File: src/rtl/sram_like_arbiter_pkg.sv
// Shared definitions for the SRAM-like two-port arbiter.
//   PORT_INST / PORT_DATA : requester identifiers, stored in the ID FIFO.
//   OUTST_DEPTH_DEF       : default depth of the outstanding-request FIFO.
//   lock_state_e          : address-phase lock FSM states.
package sram_like_arbiter_pkg;

  localparam logic PORT_INST = 1'b0;
  localparam logic PORT_DATA = 1'b1;

  localparam int unsigned OUTST_DEPTH_DEF = 4;

  typedef enum logic {
    LOCK_UNLOCKED = 1'b0,
    LOCK_LOCKED   = 1'b1
  } lock_state_e;

endpackage

File: src/rtl/sram_like_arbiter_id.sv
// arb_id_fifo: 1-bit-wide synchronous FIFO recording the owner of each
// accepted downstream request.
//   clk, resetn     : clock, asynchronous active-low reset
//   push, push_id   : enqueue push_id (ignored when full)
//   pop             : dequeue head (ignored when empty)
//   head            : owner at the FIFO head
//   full, empty     : occupancy flags
//   count           : current occupancy (0..DEPTH)
module arb_id_fifo #(
  parameter int unsigned DEPTH = 4,
  parameter int unsigned CNT_W = 3
) (
  input  logic             clk,
  input  logic             resetn,
  input  logic             push,
  input  logic             push_id,
  input  logic             pop,
  output logic             head,
  output logic             full,
  output logic             empty,
  output logic [CNT_W-1:0] count
);

  localparam int unsigned PTR_W = $clog2(DEPTH);

  logic             mem [DEPTH];
  logic [PTR_W-1:0] wr_ptr;
  logic [PTR_W-1:0] rd_ptr;
  logic             do_push;
  logic             do_pop;

  always_comb begin
    full    = (count == CNT_W'(DEPTH));
    empty   = (count == '0);
    do_push = push & ~full;
    do_pop  = pop & ~empty;
    head    = mem[rd_ptr];
  end

  // Pointers are PTR_W bits wide over a power-of-2 depth, so they wrap
  // naturally modulo DEPTH.
  always_ff @(posedge clk or negedge resetn) begin
    if (!resetn) begin
      wr_ptr <= '0;
      rd_ptr <= '0;
      count  <= '0;
      for (int unsigned i = 0; i < DEPTH; i++) begin
        mem[i] <= 1'b0;
      end
    end else begin
      if (do_push) begin
        mem[wr_ptr] <= push_id;
        wr_ptr      <= wr_ptr + PTR_W'(1);
      end
      if (do_pop) begin
        rd_ptr <= rd_ptr + PTR_W'(1);
      end
      case ({do_push, do_pop})
        2'b10:   count <= count + CNT_W'(1);
        2'b01:   count <= count - CNT_W'(1);
        default: count <= count;
      endcase
    end
  end

endmodule

File: src/rtl/sram_like_arbiter.sv
// sram_like_arbiter: shares one SRAM-like downstream port between the
// instruction fetch requester (m0, read-only) and the data requester
// (m1, read/write). Data has priority; a request whose address phase is
// stalled by the downstream is locked until accepted. Responses return in
// order and are routed via the ID FIFO.
//   clk, resetn                  : clock, asynchronous active-low reset
//   m0_*                         : inst requester (req/size/addr in, addrok/dataok/rdata out)
//   m1_*                         : data requester (adds wr/wstrb/wdata)
//   s_*                          : downstream request/response port
//   outst_cnt                    : accepted-but-unanswered requests
//   err_orphan                   : sticky, response seen with nothing outstanding
module sram_like_arbiter
  import sram_like_arbiter_pkg::*;
#(
  parameter int unsigned OUTST_DEPTH = OUTST_DEPTH_DEF,
  parameter int unsigned CNT_W       = $clog2(OUTST_DEPTH) + 1
) (
  input  logic             clk,
  input  logic             resetn,
  input  logic             m0_req,
  input  logic [2:0]       m0_size,
  input  logic [31:0]      m0_addr,
  output logic             m0_addrok,
  output logic             m0_dataok,
  output logic [31:0]      m0_rdata,
  input  logic             m1_req,
  input  logic             m1_wr,
  input  logic [2:0]       m1_size,
  input  logic [31:0]      m1_addr,
  input  logic [3:0]       m1_wstrb,
  input  logic [31:0]      m1_wdata,
  output logic             m1_addrok,
  output logic             m1_dataok,
  output logic [31:0]      m1_rdata,
  output logic             s_req,
  output logic             s_wr,
  output logic [2:0]       s_size,
  output logic [31:0]      s_addr,
  output logic [3:0]       s_wstrb,
  output logic [31:0]      s_wdata,
  input  logic             s_addrok,
  input  logic             s_dataok,
  input  logic [31:0]      s_rdata,
  output logic [CNT_W-1:0] outst_cnt,
  output logic             err_orphan
);

  lock_state_e lock_state, lock_state_nxt;
  logic        lock_id, lock_id_nxt;
  logic        gnt;
  logic        req_sel;
  logic        accept;
  logic        pop;
  logic        fifo_head;
  logic        fifo_full;
  logic        fifo_empty;

  arb_id_fifo #(
    .DEPTH (OUTST_DEPTH),
    .CNT_W (CNT_W)
  ) u_id_fifo (
    .clk     (clk),
    .resetn  (resetn),
    .push    (accept),
    .push_id (gnt),
    .pop     (pop),
    .head    (fifo_head),
    .full    (fifo_full),
    .empty   (fifo_empty),
    .count   (outst_cnt)
  );

  // Grant, downstream request mux and response routing. Handshake outputs
  // are gated by resetn so they are quiet during reset even though the
  // upstream requests may still be asserted.
  always_comb begin
    if (lock_state == LOCK_LOCKED) begin
      gnt = lock_id;
    end else begin
      gnt = m1_req ? PORT_DATA : PORT_INST;
    end

    req_sel = (gnt == PORT_DATA) ? m1_req : m0_req;
    s_req   = resetn & req_sel & ~fifo_full;
    accept  = s_req & s_addrok;

    if (gnt == PORT_DATA) begin
      s_wr    = m1_wr;
      s_size  = m1_size;
      s_addr  = m1_addr;
      s_wstrb = m1_wstrb;
      s_wdata = m1_wdata;
    end else begin
      s_wr    = 1'b0;
      s_size  = m0_size;
      s_addr  = m0_addr;
      s_wstrb = '0;
      s_wdata = '0;
    end

    m0_addrok = accept & (gnt == PORT_INST);
    m1_addrok = accept & (gnt == PORT_DATA);

    pop       = resetn & s_dataok & ~fifo_empty;
    m0_dataok = pop & (fifo_head == PORT_INST);
    m1_dataok = pop & (fifo_head == PORT_DATA);
    m0_rdata  = s_rdata;
    m1_rdata  = s_rdata;
  end

  // Lock FSM: a stalled address phase keeps its owner until accepted.
  // Leaving LOCKED needs an actual accept, so the lock survives a full
  // FIFO (s_req low) even if s_addrok happens to be high.
  always_comb begin
    lock_state_nxt = lock_state;
    lock_id_nxt    = lock_id;
    case (lock_state)
      LOCK_UNLOCKED: begin
        if (s_req && !s_addrok) begin
          lock_state_nxt = LOCK_LOCKED;
          lock_id_nxt    = gnt;
        end
      end
      LOCK_LOCKED: begin
        if (accept) begin
          lock_state_nxt = LOCK_UNLOCKED;
        end
      end
      default: lock_state_nxt = LOCK_UNLOCKED;
    endcase
  end

  always_ff @(posedge clk or negedge resetn) begin
    if (!resetn) begin
      lock_state <= LOCK_UNLOCKED;
      lock_id    <= PORT_INST;
      err_orphan <= 1'b0;
    end else begin
      lock_state <= lock_state_nxt;
      lock_id    <= lock_id_nxt;
      if (s_dataok && fifo_empty) begin
        err_orphan <= 1'b1;
      end
    end
  end

endmodule

File: config.mk
export PLATFORM = sky130hd
export DESIGN_NAME = sram_like_arbiter
export DESIGN_NICKNAME = d
export VERILOG_FILES = /design/src/rtl/sram_like_arbiter_pkg.sv /design/src/rtl/sram_like_arbiter_id.sv /design/src/rtl/sram_like_arbiter.sv
export SDC_FILE = /design/constraint.sdc
export NUM_CORES = 1
export LEC_CHECK = 0
export ABC_AREA = 1
export ABC_CLOCK_PERIOD_IN_PS = 2500
export CAP_MARGIN = 20
export CORE_AREA = 5 5 108 110
export DETAILED_ROUTE_END_ITERATION = 7
export DIE_AREA = 0 0 113 115
export GPL_ROUTABILITY_DRIVEN = 0
export GPL_TIMING_DRIVEN = 0
export HOLD_SLACK_MARGIN = 0.15
export PLACE_DENSITY = 0.68
export SKIP_LAST_GASP = 1
export SYNTH_ARGS = -nofsm -noshare
export SYNTH_HDL_FRONTEND = slang
export SYNTH_SLANG_ARGS = --single-unit
File: constraint.sdc
create_clock -name clk -period 2.5 [get_ports clk]
set_clock_uncertainty 0.2 [all_clocks]
set_input_delay 0.625 -clock clk [delete_from_list [all_inputs] [get_ports clk]]
set_output_delay 0.625 -clock clk [all_outputs]
set_load 0.005 [all_outputs]
==> metrics <==
combinational share of power 0.831; Distinct cells, synth 22; Max rail drop VDD 0.505 mV; Yosys top cell by area buf_4; area grow syn2layout 153%; via/cell ratio 3.88; synthesized area per cell 5.80 µm²; fin nets 797; Worst Tran Pin Value 0.644 ns; clock network fraction of design power 0.058; wire length on met2 6.23 mm; largest net degree at the start of global routing 15; multiplexer share of the synthesized area 0; ANT nets after route 0; Setup CP Type in -> out; Sequential Power Share 0.112; fraction of the mapped netlist area in simple logic gates 0.386; fin worst setup slack 0.0233 ns; adder-cell share of the synthesized area 0.0403; Die W 113 µm; filler cell count 1,050; initial antenna violation count 0; # DRC 0; Synth area leaders buf_4, nand2_1, dfrtp_1; Synth Area in XOR/XNOR 0.0128; met1 wire length 4.15 mm; Worst EP required 1.67 ns; PD cells 736 nW/µm²; gr ovfl total 0; drt pass-1 iters 4; vias post-DR 3,043; Seq cells post-synth 14; drt total wl 11.3 mm; clock transition at the registers of the reported paths 0.06 ns; Final period util 0.991; clk_lat worst skew 0.25 ns; H-Tree Level Count 1; met3 wire length 859 µm; outcome finished clean; Worst Hold Class reg -> reg; Hold Crit Start err_orphan; final design utilization 0.488; number of setup violations in the final report 0; Compound-Gate Fraction of Synth Area 0.0293; largest family of logic cells by synthesized area simple AND/OR/NAND/NOR gates; Antenna Cells 0; crit-path max FO 4; Core Area 10,600 µm²; dpl hpwl 9.30 mm; GRT Total Usage 0.156; Gate Count Post-Synth 353; CP startpoint kind input pin; first-pass GRT wire length 16.5 mm; dpl ws -1.12 ns; CTS Buffer Depth 2; sw frac 0.404; Fin. Hold Viols 0; Yosys top cell area share 0.249; Net Sw Power 1540 µW; Die Height 115 µm; highest routed layer met4; max-slew violations 0; Cell Area, Synth 2050 µm²; slew margin rel. 0.569; TritonCTS clock tree yes; total clock buffers created by CTS 3; Mapped Nets 504; vias in the first global route 3,071; drt first-iter violations 85; Int Pwr 2270 µW; port bufs 257; WP data arrival 1.65 ns; total of max-cap violations 0; critical path startpoint m1_req; I/O pin cnt 290; minimum clock period 2.48 ns; layout cells sized above 1 0.291; DIE AREA 13,000 µm²; RSZ-0062 raised after global routing true; Lkg Pwr 0.00277 µW; total number of yosys warnings 0; # rows 38; Starting Density 0.193; Root Buffer clkbuf_8; crit end category primary output; routed len/inst 14.4 µm; Clock Sinks 14; post-synthesis sequential area ratio 0.171; Fmax 0.404 GHz
==> power by group through the flow <==
stage,clock [µW],combinational [µW],sequential [µW]
2_1_floorplan,0,1050,399
3_5_place_dp,0,2540,419
6_report,219,3170,426
4_1_cts,223,3230,424
3_3_place_gp,0,2510,411
5_1_grt,239,3450,435
==> final cells by class <==
type,count,area [µm²],share of cell area
Buffer,76,639,0.123
Clock buffer,4,55.1,0.0106
Inverter,50,200,0.0387
Multi-Input combinational cell,213,1030,0.198
Sequential cell,14,352,0.0679
Tap cell,140,175,0.0338
Timing Repair Buffer,287,2710,0.523
Timing Repair inverter,1,20.0,0.00387
==> layout by cell type, fill, tap and decap left out, types with 2 or more instances in the layout <==
master / instances
clkbuf_2: 42
buf_4: 78
buf_8: 9
buf_12: 5
nand4_1: 8
nor2_2: 2
nand2_1: 126
inv_1: 48
xor2_1: 2
clkbuf_8: 4
nand3_1: 2
clkdlybuf4s15_2: 2
buf_16: 2
buf_2: 11
dlygate4sd2_1: 12
ha_1: 5
nand2_4: 3
a21oi_1: 3
nand2_2: 7
buf_6: 9
nor2_1: 43
o21ai_1: 2
bufbuf_16: 2
clkdlybuf4s15_1: 13
dfrtp_1: 13
clkdlybuf4s50_1: 176
nand3_4: 2
==> worst paths after layout <==
| path | slack [ns] | to | cells past startpoint |
|---|---|---|---|
| setup / recovery | 0.02 | m0_addrok | 10 |
| hold / removal | 0.28 | err_orphan | 1 |
| setup reg to reg | 0.10 | u_id_fifo.count[2] | 14 |
| hold reg to reg | 0.28 | err_orphan | 1 |
| max in group asynchronous | 0.83 | async pin | 2 |
| min in group asynchronous | 0.82 | u_id_fifo.wr_ptr[1] | 2 |
==> per-stage QoR <==
step           power (µW)  area [µm²]  hold WS (ns)  cells  setup TNS, ns
2_1_floorplan        1450        2050         0.129    353              0
3_3_place_gp         2920        4790         0.263    750         -56.15
3_5_place_dp         2950        4790         0.269    750         -55.14
4_1_cts              3880        5310         0.288    786         -0.228
5_1_grt              4120        5180         0.302    785         -0.106
6_report             3810        5180         0.280    785              0
==> worst max-delay path, cell delays in order <==
cell and delay (ns):
buf_4 0.12, nand2_4 0.09, buf_4 0.12, buf_6 0.09
nand3_4 0.07, a21oi_4 0.14, buf_6 0.12, nand2_4 0.05
nor2_1 0.09, clkbuf_2 0.12
==> state kept, by name, indices dropped and copies added (netlist names), named ones only <==
signal and cells:
u_id_fifo.mem 4, u_id_fifo.count 3, u_id_fifo.rd_ptr 2, u_id_fifo.wr_ptr 2, err_orphan 1, lock_id 1
==> metal layers <==
layer,up-vias,track usage
li1,1559,-
met1,1350,0.179
met2,127,0.307
met3,7,0.0316
met4,0,0.0144
met5,-,0
==> Yosys cell counts (all sizes together) <==
| cell | count |
|---|---|
| nand2 | 137 |
| buf | 76 |
| inv | 50 |
| nor2 | 46 |
| dfrtp | 14 |
| nand4 | 8 |
| a21oi | 5 |
| ha | 5 |
| nand3 | 4 |
| o21ai | 3 |
| xor2 | 2 |
| a31o | 1 |
| fa | 1 |
| xnor2 | 1 |
==> repair_timing <==
action / CTS / global route
endpoints found under the setup margin: 80 / 65
gates cloned: 7 / 0
hold buffers: 1 / 0
setup buffers: 24 / 0
pin swaps: 5 / 5
resized for setup: 177 / 104
hold endpoints to repair: 14 / 0
==> cells by family after synthesis <==
logic type	after synthesis
AOI/OAI and AO/OA	9
xor gates and xnor gates	3
adders and majority gates	6
buffers and inverters	126
DFF	14
and+or+nand+nor	195
(Power assumes the default switching activity.)
